[config.mk]
export PLATFORM = sky130hd
export DESIGN_NAME = uart_mmio_tx_bridge_flat
export DESIGN_NICKNAME = d
export VERILOG_FILES = /design/src/rtl/uart_mmio_tx_bridge_if.sv /design/src/rtl/uart_mmio_tx_bridge.sv /design/src/flat_wrapper.sv
export SDC_FILE = /design/constraint.sdc
export NUM_CORES = 1
export LEC_CHECK = 0
export ABC_CLOCK_PERIOD_IN_PS = 3300
export BUFFER_PORTS_ARGS = -buffer_cell sky130_fd_sc_hd__buf_2
export CORE_ASPECT_RATIO = 0.6
export CORE_MARGIN = 3
export CORE_UTILIZATION = 50
export CTS_CLUSTER_SIZE = 24
export DETAILED_ROUTE_END_ITERATION = 8
export GPL_TIMING_DRIVEN = 0
export PLACE_DENSITY = 0.84
export SLEW_MARGIN = 20
export SYNTH_ARGS = -nofsm -noshare
export SYNTH_HDL_FRONTEND = slang
export SYNTH_SLANG_ARGS = --single-unit
[constraint.sdc]
create_clock -name cpu_clk -period 3.3 [get_ports cpu_clk]
set_input_delay 0.165 -clock cpu_clk [delete_from_list [all_inputs] [get_ports cpu_clk]]
set_output_delay 0.165 -clock cpu_clk [all_outputs]
set_load 0.03 [all_outputs]
[src/rtl/uart_mmio_tx_bridge_if.sv]
// CPU data-port request/response signals and UART sink stream for uart_mmio_tx_bridge.
interface uart_mmio_tx_bridge_if;
   logic [31:0] Address;
   logic        MemWrite;
   logic [31:0] Write_data;
   logic [3:0]  Write_strb;
   logic        MemRead;
   logic        Mem_Req_Ready;
   logic [31:0] Read_data;
   logic        Read_data_Valid;
   logic        Read_data_Ready;
   logic        hit;
   logic [7:0]  tx_data;
   logic        tx_valid;
   logic        tx_ready;

   modport master (
      output Address, MemWrite, Write_data, Write_strb, MemRead, Read_data_Ready, tx_ready,
      input  Mem_Req_Ready, Read_data, Read_data_Valid, hit, tx_data, tx_valid
   );

   modport slave (
      input  Address, MemWrite, Write_data, Write_strb, MemRead, Read_data_Ready, tx_ready,
      output Mem_Req_Ready, Read_data, Read_data_Valid, hit, tx_data, tx_valid
   );
endinterface

[src/rtl/uart_mmio_tx_bridge.sv]
// Memory-mapped UART transmit slave: TXDATA FIFO, STATUS/CTRL registers, valid/ready drain.
// Optional UART_TX_DROP_ON_FULL_EN: accept-and-drop TXDATA writes while full, sticky overflow.
module uart_mmio_tx_bridge #(
   parameter logic [15:0] BASE_HI = 16'h6000,
   parameter int          DEPTH   = 16
) (
   input  logic                 cpu_clk,
   input  logic                 cpu_reset_n,
   uart_mmio_tx_bridge_if.slave bus
);
   localparam int AW = $clog2(DEPTH);
   localparam int CW = AW + 1;

   typedef enum logic {IDLE, RESP} state_t;
   state_t state, state_nxt;

   logic [7:0]    mem [DEPTH];
   logic [AW-1:0] wr_ptr, rd_ptr;
   logic [CW-1:0] count;
   logic          overflow;
   logic [31:0]   rdata, reg_val;
   logic [3:0]    off;
   logic          empty, full, push_req, push, pop, flush;
   logic          rd_acc, wr_acc, req_ready;
   logic          unused_bits;

   assign off       = bus.Address[3:0];
   assign bus.hit   = bus.Address[31:16] == BASE_HI;
   assign empty     = count == '0;
   assign full      = count == CW'(DEPTH);
   assign push_req  = (off == 4'h4) & bus.Write_strb[0];
   assign unused_bits = ^{bus.Address[15:4], bus.Write_data[31:8], bus.Write_strb[3:1]};

   always_comb begin
      state_nxt = state;
      req_ready = 1'b0;
      rd_acc    = 1'b0;
      wr_acc    = 1'b0;
      case (state)
         IDLE: if (bus.hit) begin
            if (bus.MemRead) begin
               req_ready = 1'b1;
               rd_acc    = 1'b1;
               state_nxt = RESP;
            end else if (bus.MemWrite) begin
`ifdef UART_TX_DROP_ON_FULL_EN
               req_ready = 1'b1;
`else
               // full is registered state: a same-cycle pop never unblocks the write
               req_ready = ~(push_req & full);
`endif
               wr_acc = req_ready;
            end
         end
         RESP: if (bus.Read_data_Ready) state_nxt = IDLE;
         default: state_nxt = IDLE;
      endcase
   end

   assign bus.Mem_Req_Ready   = req_ready;
   assign bus.Read_data_Valid = state == RESP;
   assign bus.Read_data       = rdata;

   assign push  = wr_acc & push_req & ~full;
   assign flush = wr_acc & (off == 4'hC) & bus.Write_data[0];
   assign pop   = ~empty & bus.tx_ready;

   always_comb begin
      reg_val = '0;
      if (off == 4'h8) reg_val = {16'h0, 8'(count), 5'h0, overflow, full, empty};
   end

   always_ff @(posedge cpu_clk or negedge cpu_reset_n) begin
      if (!cpu_reset_n) begin
         state <= IDLE;
         rdata <= '0;
      end else begin
         state <= state_nxt;
         if (rd_acc) rdata <= reg_val;
      end
   end

   always_ff @(posedge cpu_clk or negedge cpu_reset_n) begin
      if (!cpu_reset_n) begin
         wr_ptr <= '0;
         rd_ptr <= '0;
         count  <= '0;
      end else if (flush) begin
         wr_ptr <= '0;
         rd_ptr <= '0;
         count  <= '0;
      end else begin
         if (push) wr_ptr <= wr_ptr + AW'(1);
         if (pop)  rd_ptr <= rd_ptr + AW'(1);
         if (push & ~pop)      count <= count + CW'(1);
         else if (pop & ~push) count <= count - CW'(1);
      end
   end

   always_ff @(posedge cpu_clk)
      if (push) mem[wr_ptr] <= bus.Write_data[7:0];

   assign bus.tx_valid = ~empty;
   assign bus.tx_data  = empty ? 8'h00 : mem[rd_ptr];

`ifdef UART_TX_DROP_ON_FULL_EN
   always_ff @(posedge cpu_clk or negedge cpu_reset_n) begin
      if (!cpu_reset_n)                    overflow <= 1'b0;
      else if (flush)                      overflow <= 1'b0;
      else if (wr_acc & push_req & full)   overflow <= 1'b1;
   end
`else
   assign overflow = 1'b0;
`endif
endmodule

[src/flat_wrapper.sv]
// flat-port wrapper written by rule: the top's interface ports become plain ports
module uart_mmio_tx_bridge_flat 
#(
   parameter logic [15:0] BASE_HI = 16'h6000,
   parameter int          DEPTH   = 16
)
  (cpu_clk, cpu_reset_n, bus_Address, bus_MemWrite, bus_Write_data, bus_Write_strb, bus_MemRead, bus_Read_data_Ready, bus_tx_ready, bus_Mem_Req_Ready, bus_Read_data, bus_Read_data_Valid, bus_hit, bus_tx_data, bus_tx_valid);
  uart_mmio_tx_bridge_if bus_i ();
  input  logic cpu_clk;
  input  logic cpu_reset_n;
  input wire logic [$bits(bus_i.Address)-1:0] bus_Address;
  input wire logic [$bits(bus_i.MemWrite)-1:0] bus_MemWrite;
  input wire logic [$bits(bus_i.Write_data)-1:0] bus_Write_data;
  input wire logic [$bits(bus_i.Write_strb)-1:0] bus_Write_strb;
  input wire logic [$bits(bus_i.MemRead)-1:0] bus_MemRead;
  input wire logic [$bits(bus_i.Read_data_Ready)-1:0] bus_Read_data_Ready;
  input wire logic [$bits(bus_i.tx_ready)-1:0] bus_tx_ready;
  output wire logic [$bits(bus_i.Mem_Req_Ready)-1:0] bus_Mem_Req_Ready;
  output wire logic [$bits(bus_i.Read_data)-1:0] bus_Read_data;
  output wire logic [$bits(bus_i.Read_data_Valid)-1:0] bus_Read_data_Valid;
  output wire logic [$bits(bus_i.hit)-1:0] bus_hit;
  output wire logic [$bits(bus_i.tx_data)-1:0] bus_tx_data;
  output wire logic [$bits(bus_i.tx_valid)-1:0] bus_tx_valid;
  assign bus_i.Address = bus_Address;
  assign bus_i.MemWrite = bus_MemWrite;
  assign bus_i.Write_data = bus_Write_data;
  assign bus_i.Write_strb = bus_Write_strb;
  assign bus_i.MemRead = bus_MemRead;
  assign bus_i.Read_data_Ready = bus_Read_data_Ready;
  assign bus_i.tx_ready = bus_tx_ready;
  assign bus_Mem_Req_Ready = bus_i.Mem_Req_Ready;
  assign bus_Read_data = bus_i.Read_data;
  assign bus_Read_data_Valid = bus_i.Read_data_Valid;
  assign bus_hit = bus_i.hit;
  assign bus_tx_data = bus_i.tx_data;
  assign bus_tx_valid = bus_i.tx_valid;
  uart_mmio_tx_bridge #(.BASE_HI(BASE_HI), .DEPTH(DEPTH)) u_core (.cpu_clk(cpu_clk), .cpu_reset_n(cpu_reset_n), .bus(bus_i));
endmodule
---- Word level (Yosys, flattened, before mapping) ----
Memory sizes are Yosys's and may differ from the RTL's.
Index checks and enable logic that the tools add are counted.
word-level totals
  word-level logic and storage cells ...... 57
  memories kept ........................... 1
  register bits after elaboration ......... 46
  memory bits (writable) .................. 128
  output and inout port bits .............. 44
memory list
  memory      words  width  read ports  clocked after memory_dff  wr ports  RTL line                   text
  u_core.mem  16     8      1           0                         1         uart_mmio_tx_bridge.sv:17  logic [7:0] mem [DEPTH];
operators by class
  reductions and logical operators ........ 4
  add/sub/neg operators ................... 4
  bitwise logic cells ..................... 15
  eq/ne operators ......................... 5
  multiplexer cells ....................... 23
operator list
  cell                  number
  $eq 16x15->1 const B  1
  $mux 4                4
  $mux 5                3
  $mux 1                13
  $mux 13               1
  $and 1x1->1           9
  $add 4x1->4 const B   2
  $eq 4x4->1 const B    2
  $mux 8                1
  $not 1->1             6
  $add 5x1->5 const B   1
  $eq 5x5->1 const B    1
  $logic_not 5->1       1
  $sub 5x1->5 const B   1
  $eq 4x3->1 const B    1
  $reduce_bool 2->1     2
  $reduce_bool 3->1     1
  $pmux 1 s2            1

---- Logic depth before layout (Yosys ltp) ----
Gate-level depths: netlist of run 1.
  depth after elaboration ................. 15
  depth in mapped cells ................... 12
  depth with buffers taken out ............ 10

---- Worst setup path before layout of run 1 ----
No wires, ideal clock.
  path type ............................... input-to-reg
  from .................................... input bus_Address[26]
  to ...................................... register u_core.count[4]
  setup slack ............................. 0.063 ns
  arrival time ............................ 3.083 ns
  stages .................................. 12
  cell sequence ........................... or4b_1 > buf_2 > or3_4 > nor3_4 > buf_6 > ha_1 > inv_1 > fa_1 > a21o_1 > a2111o_1 > nand3_1 > a21oi_1
between the ends
  cells in the longest elaborated chain, start to end .. 8
ends and longest elaborated chain
  element                                      RTL line                                              text
  start, declared                              flat_wrapper.sv:11                                    input wire logic [$bits(bus_i.Address)-1:0] bus_Address;
  $eq 16x15->1 (*)                             uart_mmio_tx_bridge.sv:28                             assign bus.hit = bus.Address[31:16] == BASE_HI;
  $mux 1 (*)                                   uart_mmio_tx_bridge.sv:40                             IDLE: if (bus.hit) begin
  $mux 1 (*)                                   uart_mmio_tx_bridge.sv:39                             case (state)
  $and 1x1->1 (2 in series)                    uart_mmio_tx_bridge.sv:64                             assign push = wr_acc & push_req & ~full;
  $and 1x1->1 or $not 1->1 (tied branches)     uart_mmio_tx_bridge.sv:95, uart_mmio_tx_bridge.sv:96
  $mux 5 or $and 1x1->1 (tied branches)        uart_mmio_tx_bridge.sv:95, uart_mmio_tx_bridge.sv:96
  $mux 5 or $reduce_bool 3->1 (tied branches)  n/a
  end signal, assigned                         uart_mmio_tx_bridge.sv:95                             if (push & ~pop) count <= count + CW'(1);
  end signal, assigned                         uart_mmio_tx_bridge.sv:96                             else if (pop & ~push) count <= count - CW'(1);
  end, declared                                uart_mmio_tx_bridge.sv:19                             logic [CW-1:0] count;
Mark *: on every way between the ends. The rest lies on a longest branch, timed or not.
A chain may end at the register's enable or synchronous reset.

---- Final worst setup path of run 1 ----
  from .................................... register u_core.count[0]
  to ...................................... register u_core.count[3]
between the ends
  cells in the longest elaborated chain, start to end .. 12
ends and longest elaborated chain
  element                                      RTL line                                              text
  $eq 5x5->1                                   uart_mmio_tx_bridge.sv:30                             assign full = count == CW'(DEPTH);
  $and 1x1->1                                  uart_mmio_tx_bridge.sv:50                             req_ready = ~(push_req & full);
  $not 1->1                                    uart_mmio_tx_bridge.sv:50
  $mux 1                                       uart_mmio_tx_bridge.sv:45                             end else if (bus.MemWrite) begin
  $mux 1                                       uart_mmio_tx_bridge.sv:41                             if (bus.MemRead) begin
  $mux 1                                       uart_mmio_tx_bridge.sv:40
  $mux 1                                       uart_mmio_tx_bridge.sv:39
  $and 1x1->1 (2 in series)                    uart_mmio_tx_bridge.sv:64
  $and 1x1->1 or $not 1->1 (tied branches)     uart_mmio_tx_bridge.sv:95, uart_mmio_tx_bridge.sv:96
  $mux 5 or $and 1x1->1 (tied branches)        uart_mmio_tx_bridge.sv:95, uart_mmio_tx_bridge.sv:96
  $mux 5 or $reduce_bool 3->1 (tied branches)  n/a
Parallel ways exist; a longest one is shown, timed or not. The select of a mux whose other input is x is not followed.

==> metrics.yaml, run 1 <==
viasPerCell: 5.815
finalWirelength_mm: 14.20
ys_seq_area_share_pct: 67.26
clk_transition_reported_paths_ns: 0.07
wire_per_inst_um: 21.20
fin_skew_ns: 0.009417
synth_top_area_share_pct: 59.17
start_util_pct: 52.50
die_w_um: 153.2
grt_util_all_layers_pct: 20.64
dpl.cell_count: 629
fin_crit_sh_pct: 97.20
period_minus_slack_ns: 3.208
syn-cell-area_um2: 6496
arrival_ns: 3.47
synth_cell_types: 48
antenna_cells: 0
max_stage_delay_ns: 0.58
netlist_top_cells_area: "edfxtp_1 59%, mux4_2 11%, dfrtp_1 8.1%"
numCtsBuffers: 17
grt_pass1_wl_mm: 21.80
dieArea_um2: 14440
seqPwrFrac_pct: 37.5
final_cell_count_no_fill: 670
outcome: "completed"
vdd_drop_max_mv: 0.3950
drc_errors: 0
crit_type: "reg -> reg"
cts.path.max_buffers: 2
design_power_total_mw: 5.830
finalHoldViolCount: 0
place_congestion: 0.8184
drtIter0Drc: 488
p_int_mw: 3.856
coreArea_um2: 12370
start_kind: "flip-flop"
leakagePower_nw: 2.888
worst_pin_slew_ns: 0.9506
dr.pass1.iters: 5
cts_sinks: 149
nets: 576
finalSetupTns_ns: 0
hold_class: "in -> reg"
cts-htree-levels: 4
die_y_um: 94.29
slew_headroom_pct: 36.10
power_frac_comb_pct: 31.0
syn-instance-count: 387
utilization_pct: 62.39
drive_gt1_share_pct: 32.87
cts_root_buf: "clkbuf_16"
area_growth_pct: 18.84
pwr-share-clk_pct: 31.5
num_vias: 3896
path_cells: "or4_4 -> o211ai_1 -> buf_4 -> nor3_4 -> buf_6 -> ha_1 -> inv_2 -> buf_4 -> ha_1 -> a21o_1 -> a2111o_1 -> o221ai_1 -> nor2_1"
synthArstFlopShare_pct: 14.09
hpwl_mm: 9.318
placed_area_um2: 7058
syn_avg_cell_area_um2: 16.79
io_pins: 118
slew_violations: 0
ys_seq_elements: 149
grt_max_degree: 22
powerDensity_nw_per_um2: 755.2
critPathMaxFanout: 10
synth_ff_type: "edfxtp_1"
clkLatencyLatePin_ns: 0.43
grt_pass1_vias: 3793
cts_tree: "done"
num_rows: 31
antenna_left: 0
finalSetupViolations: 0
swShare_pct: 33.85
timing.fmax_mhz: 311.8
synth_edf_count: 128
required_ns: 3.57
end_kind: "flip-flop"
cap_violations: 0
worst_path_max_delay_cell: "or4_4"
overflow: 0
ys.warnings.count: 0
antenna_found_initial: 0
final_area_um2: 7720
p_sw_mw: 1.974
io_buffers: 53
synth_top_area_cell: "edfxtp_1"
[path summary, 6_finish.rpt]
kind | slack, ns | to | from | cells after the start
max in group asynchronous | 2.69 | u_core.count[0]$_DFFE_PN0P_ | cpu_reset_n | 2
max reg2reg | 0.09 | u_core.count[3]$_DFFE_PN0P_ | u_core.count[0]$_DFFE_PN0P_ | 13
max | 0.09 | u_core.count[3]$_DFFE_PN0P_ | u_core.count[0]$_DFFE_PN0P_ | 13
min in group asynchronous | 0.24 | u_core.bus.Read_data[9]$_DFFE_PN0P_ | cpu_reset_n | 2
min reg2reg | 0.52 | u_core.bus.Read_data[9]$_DFFE_PN0P_ | u_core.bus.Read_data[9]$_DFFE_PN0P_ | 2
min | 0.03 | u_core.rd_ptr[1]$_DFFE_PN0P_ | bus_tx_ready | 3
[worst max-delay path, delay by kind of cell, from the launching register on]
family	cells	cell delay (ns)
AO/OA/AOI/OAI	4	0.84
buffers and inverters	4	0.59
AND/OR/NAND/NOR	3	0.70
flip-flops	1	0.44
adder cells (fa/ha/maj)	2	0.46
[synth_stat cells, types with 2 or more instances]
cell type	instances
a21oi_1	8
o22ai_1	8
xor2_1	4
a2111o_1	2
and4_1	2
nand2_1	11
o21ai_0	16
buf_4	25
clkbuf_1	13
nor2_1	12
nor4_1	4
or3_1	3
nor4b_1	3
mux4_2	32
a22o_1	2
a21o_1	2
and3_1	13
or4b_1	2
edfxtp_1	128
o211ai_1	3
buf_2	4
nand3_1	7
nand2b_1	3
ha_1	9
nor3_1	2
dfrtp_1	21
mux2i_1	18
nor2b_1	2
nand4_1	2
inv_1	8
[logic make-up (layout without fill, tap and decap cells)]
group | after synthesis | count (layout) | synth area share [%]
AO/OA/AOI/OAI | 46 | 46 | 4.507
XOR/XNOR | 5 | 5 | 0.6741
adder cells (fa/ha/maj) | 10 | 10 | 2.042
buffers and inverters | 52 | 146 | 4.642
flip-flops | 149 | 149 | 67.26
multiplexers | 51 | 51 | 14.04
other | 1 | 25 | 0.05773
AND/OR/NAND/NOR | 73 | 73 | 6.780
[power by group through the flow]
stage | Combinational, mW | Clock (mW) | Sequential, mW
2_1_floorplan | 1.30 | 0 | 2.18
3_3_place_gp | 1.71 | 0 | 2.20
3_5_place_dp | 1.77 | 0 | 2.20
4_1_cts | 1.78 | 1.86 | 2.17
5_1_grt | 1.93 | 1.94 | 2.19
6_report | 1.81 | 1.84 | 2.19
[cells in the final DEF (no fill, tap or decap), types with 11 or more instances in the layout]
master       n
edfxtp_1   128
buf_2       57
buf_4       33
mux4_2      32
conb_1      25
dfrtp_1     20
mux2i_1     18
clkbuf_16   17
o21ai_0     15
and3_1      13
clkbuf_1    12
nor2_1      12
nand2_1     11
[layer usage]
| layer | wire, um | global-route usage, % | up-vias | share of wire (%) |
|---|---|---|---|---|
| li1 | - | - | 1700 | - |
| met1 | 5957 | 29.00 | 1982 | 42 |
| met2 | 6748 | 31.11 | 198 | 48 |
| met3 | 1338 | 6.903 | 16 | 9.4 |
| met4 | 156 | 5.856 | 0 | 1.1 |
| met5 | 0 | 0 | - | 0 |
[state kept, by name, summed over array words and instances, names as in the netlist]
name	count
u_core.mem	128
u_core.bus.Read_data	7
u_core.count	5
u_core.rd_ptr	4
u_core.wr_ptr	4
u_core.bus.Read_data_Valid	1
[through the flow]
stage                     hold WS [ns]  setup slack, ns
after global placement          0.1409          -0.2474
after floorplan                -0.1306          0.06311
final                          0.03142          0.09242
after global routing           0.06523         -0.02579
after detailed placement        0.1490          -0.3234
after CTS                      0.01157          0.01576
[what timing repair did]
item / CTS / global route
buffers inserted: 2 / 6
setup endpoints to repair: 2 / 1
gates resized for setup: 2 / 4
endpoints found under the hold margin: 22 / 0
pin swaps: 1 / 1
hold buffers: 2 / 0
[area by class of cell]
type                            instances  area, um^2
Fill cell                             893        4653
Sequential cell                       149        4370
Clock inverter                         15       136.4
Tap cell                              165       206.4
Buffer                                 43       267.8
Inverter                                8       30.03
Timing Repair Buffer                   63       345.3
Clock buffer                           17       425.4
Multi-Input combinational cell        210        1938
Power figures use the tool's default switching activity.
==> run 2: changes to the inputs <==
CORE_MARGIN = 10   (was 3)
==> metrics.yaml, run 2 (synthesis gave the netlist of run 1 again) <==
crit_top_cell: "ha_1"
slew_headroom_pct: 39.30  # +3.2 points
dr.pass1.iters: 5  # unchanged
overflow: 0  # unchanged
max_stage_delay_ns: 0.57  # about the same
nets: 575  # -0.17%
reg2regPathDepth: 12  # -1
final_cell_mix: "128 x edfxtp_1, 57 x buf_2, 32 x mux4_2, 32 x buf_4, 25 x conb_1"
cts_sinks: 149  # unchanged
final_area_um2: 7716  # about the same
finalWirelength_mm: 14.54  # +2.4%
arrival_ns: 3.42  # -0.05 ns
wire_per_inst_um: 21.57  # +1.8%
grt_pass1_wl_mm: 22.84  # +4.8%
multi_input_area_um2: 1929  # -0.45%
outcome: "completed"
finalSetupViolations: 0  # unchanged
io_pins: 118  # unchanged
coreArea_um2: 12770  # +3.2%
largest_reg_flops: 128  # unchanged
holdPathEnd: "u_core.rd_ptr[1]$_DFFE_PN0P_"
numCtsBuffers: 17  # unchanged
timing.fmax_mhz: 316.9  # +1.7%
num_rows: 32  # +3.2%
antenna_left: 0  # unchanged
cts_root_buf: "clkbuf_16"
end_kind: "flip-flop"
drtIter0Drc: 445  # -8.8%
place_congestion: 0.8403  # +2.7%
clk_transition_reported_paths_ns: 0.06  # about the same
path_cells: "or4_4 -> o211ai_1 -> buf_4 -> nor3_4 -> buf_6 -> ha_1 -> inv_2 -> ha_1 -> a21o_1 -> a2111o_1 -> nand3_1 -> a21oi_1"
cap_violations: 0  # unchanged
worstHoldStart: "bus_tx_ready"
leakagePower_nw: 2.879  # -0.30%
finalHoldViolCount: 0  # unchanged
hold_class: "in -> reg"
r2r-start: "u_core.count[0]$_DFFE_PN0P_"
drive_gt1_share_pct: 32.34  # -0.53 points
die_w_um: 167.2  # +9.1%
hpwl_mm: 9.570  # +2.7%
grt_util_all_layers_pct: 16.68  # -4.0 points
antenna_cells: 0  # unchanged
required_ns: 3.56  # about the same
vdd_drop_max_mv: 0.4649  # +18%
start_util_pct: 50.86  # -1.6 points
num_vias: 3867  # -0.74%
start_kind: "flip-flop"
dieArea_um2: 18100  # +25%
worst_pin_slew_ns: 0.9029  # -0.04762 ns
clkLatencyLatePin_ns: 0.42  # about the same
area_growth_pct: 18.78  # about the same
viasPerCell: 5.737  # -1.3%
fin_skew_ns: 0.008248  # -0.001169 ns
num-fill-cells: 895  # +0.22%
design_power_total_mw: 5.823  # -0.13%
placed_area_um2: 7064  # about the same
worst_path_max_delay_cell: "or4_4"
regMostFlops: "u_core.mem"
critPathMaxFanout: 10  # unchanged
antenna_found_initial: 0  # unchanged
powerDensity_nw_per_um2: 754.6  # about the same
hold_depth: 3  # unchanged
final_common_cell: "edfxtp_1"
grt_pass1_vias: 3960  # +4.4%
finalSetupTns_ns: 0  # unchanged
reg2reg_to: "u_core.count[4]$_DFFE_PN0P_"
cts-htree-levels: 4  # unchanged
r2r_setup_slack_ns: 0.14  # +0.05 ns
fin_crit_sh_pct: 95.61  # -1.6 points
period_minus_slack_ns: 3.155  # -0.05234 ns
dpl.cell_count: 634  # +0.79%
slew_violations: 0  # unchanged
final_cell_count_no_fill: 674  # +0.60%
whs_ns: 0.03869  # +0.007266 ns
drc_errors: 0  # unchanged
crit_type: "reg -> reg"
cts.path.max_buffers: 2  # unchanged
grt_max_degree: 22  # unchanged
die_y_um: 108.3  # +15%
io_buffers: 53  # unchanged
regArea_um2: 4370  # unchanged
cts_tree: "done"
[run 2: layout make-up]
| class | count | share of cell area, % |
|---|---|---|
| Inverter | 8 | 0.3892 |
| Sequential cell | 149 | 56.64 |
| Timing Repair Buffer | 62 | 4.378 |
| Clock inverter | 15 | 1.849 |
| Clock buffer | 17 | 5.513 |
| Buffer | 43 | 3.470 |
| Tap cell | 170 | 2.757 |
| Multi-Input combinational cell | 210 | 25.00 |
[run 2: routing by layer]
layer	vias to the layer above	wire length [um]	GRT usage (%)
li1	1696	-	-
met1	1974	6027	21.54
met2	179	7190	27.20
met3	18	1129	4.384
met4	0	191	5.693
met5	-	0	0
[run 2: per-stage QoR]
| stage | setup WS [ns] | util [%] |
|---|---|---|
| final | 0.1448 | 60.41 |
| after global routing | -0.002661 | 60.41 |
| after CTS | 0.02686 | 60.06 |
| after detailed placement | -0.3146 | 55.31 |
| after global placement | -0.2149 | 55.31 |
| after floorplan | 0.06311 | - |
[run 2: worst max path at each step]
stage                                           start                     endpoint  slack, ns  depth (start not counted)
after floorplan                       bus_Address[26]  u_core.count[4]$_DFFE_PN0P_       0.06                         12
after global placement                bus_Address[26]  u_core.count[4]$_DFFE_PN0P_      -0.21                         13
after detailed placement              bus_Address[26]  u_core.count[4]$_DFFE_PN0P_      -0.31                         13
after CTS                 u_core.count[0]$_DFFE_PN0P_  u_core.count[4]$_DFFE_PN0P_       0.03                         12
after global routing      u_core.count[3]$_DFFE_PN0P_  u_core.count[4]$_DFFE_PN0P_     -0.003                         12
final                     u_core.count[0]$_DFFE_PN0P_  u_core.count[4]$_DFFE_PN0P_       0.14                         12
[run 2: power by group]
part	total (mW)	leakage, nW	switching [mW]	internal (mW)
registers	2.18	1.42	0.0726	2.11
clock network	1.85	0.266	0.797	1.05
logic	1.80	1.19	1.05	0.742
[run 2: what timing repair did]
action | CTS | global route
endpoints found under the hold margin | 22 | 0
hold buffers | 2 | 0
setup endpoints to repair | 2 | 2
cloned | 0 | 0
pin swaps | 1 | 2
buffers inserted | 2 | 5
gates resized for setup | 2 | 3
[run 2: worst max-delay path, delay by kind of cell (launching register included)]
kind                       cells  cell delay, ns
AOI/OAI and AO/OA              4            0.92
adders and majority gates      2            0.53
buffers and inverters          3            0.43
and+or+nand+nor                3            0.69
DFF                            1            0.42
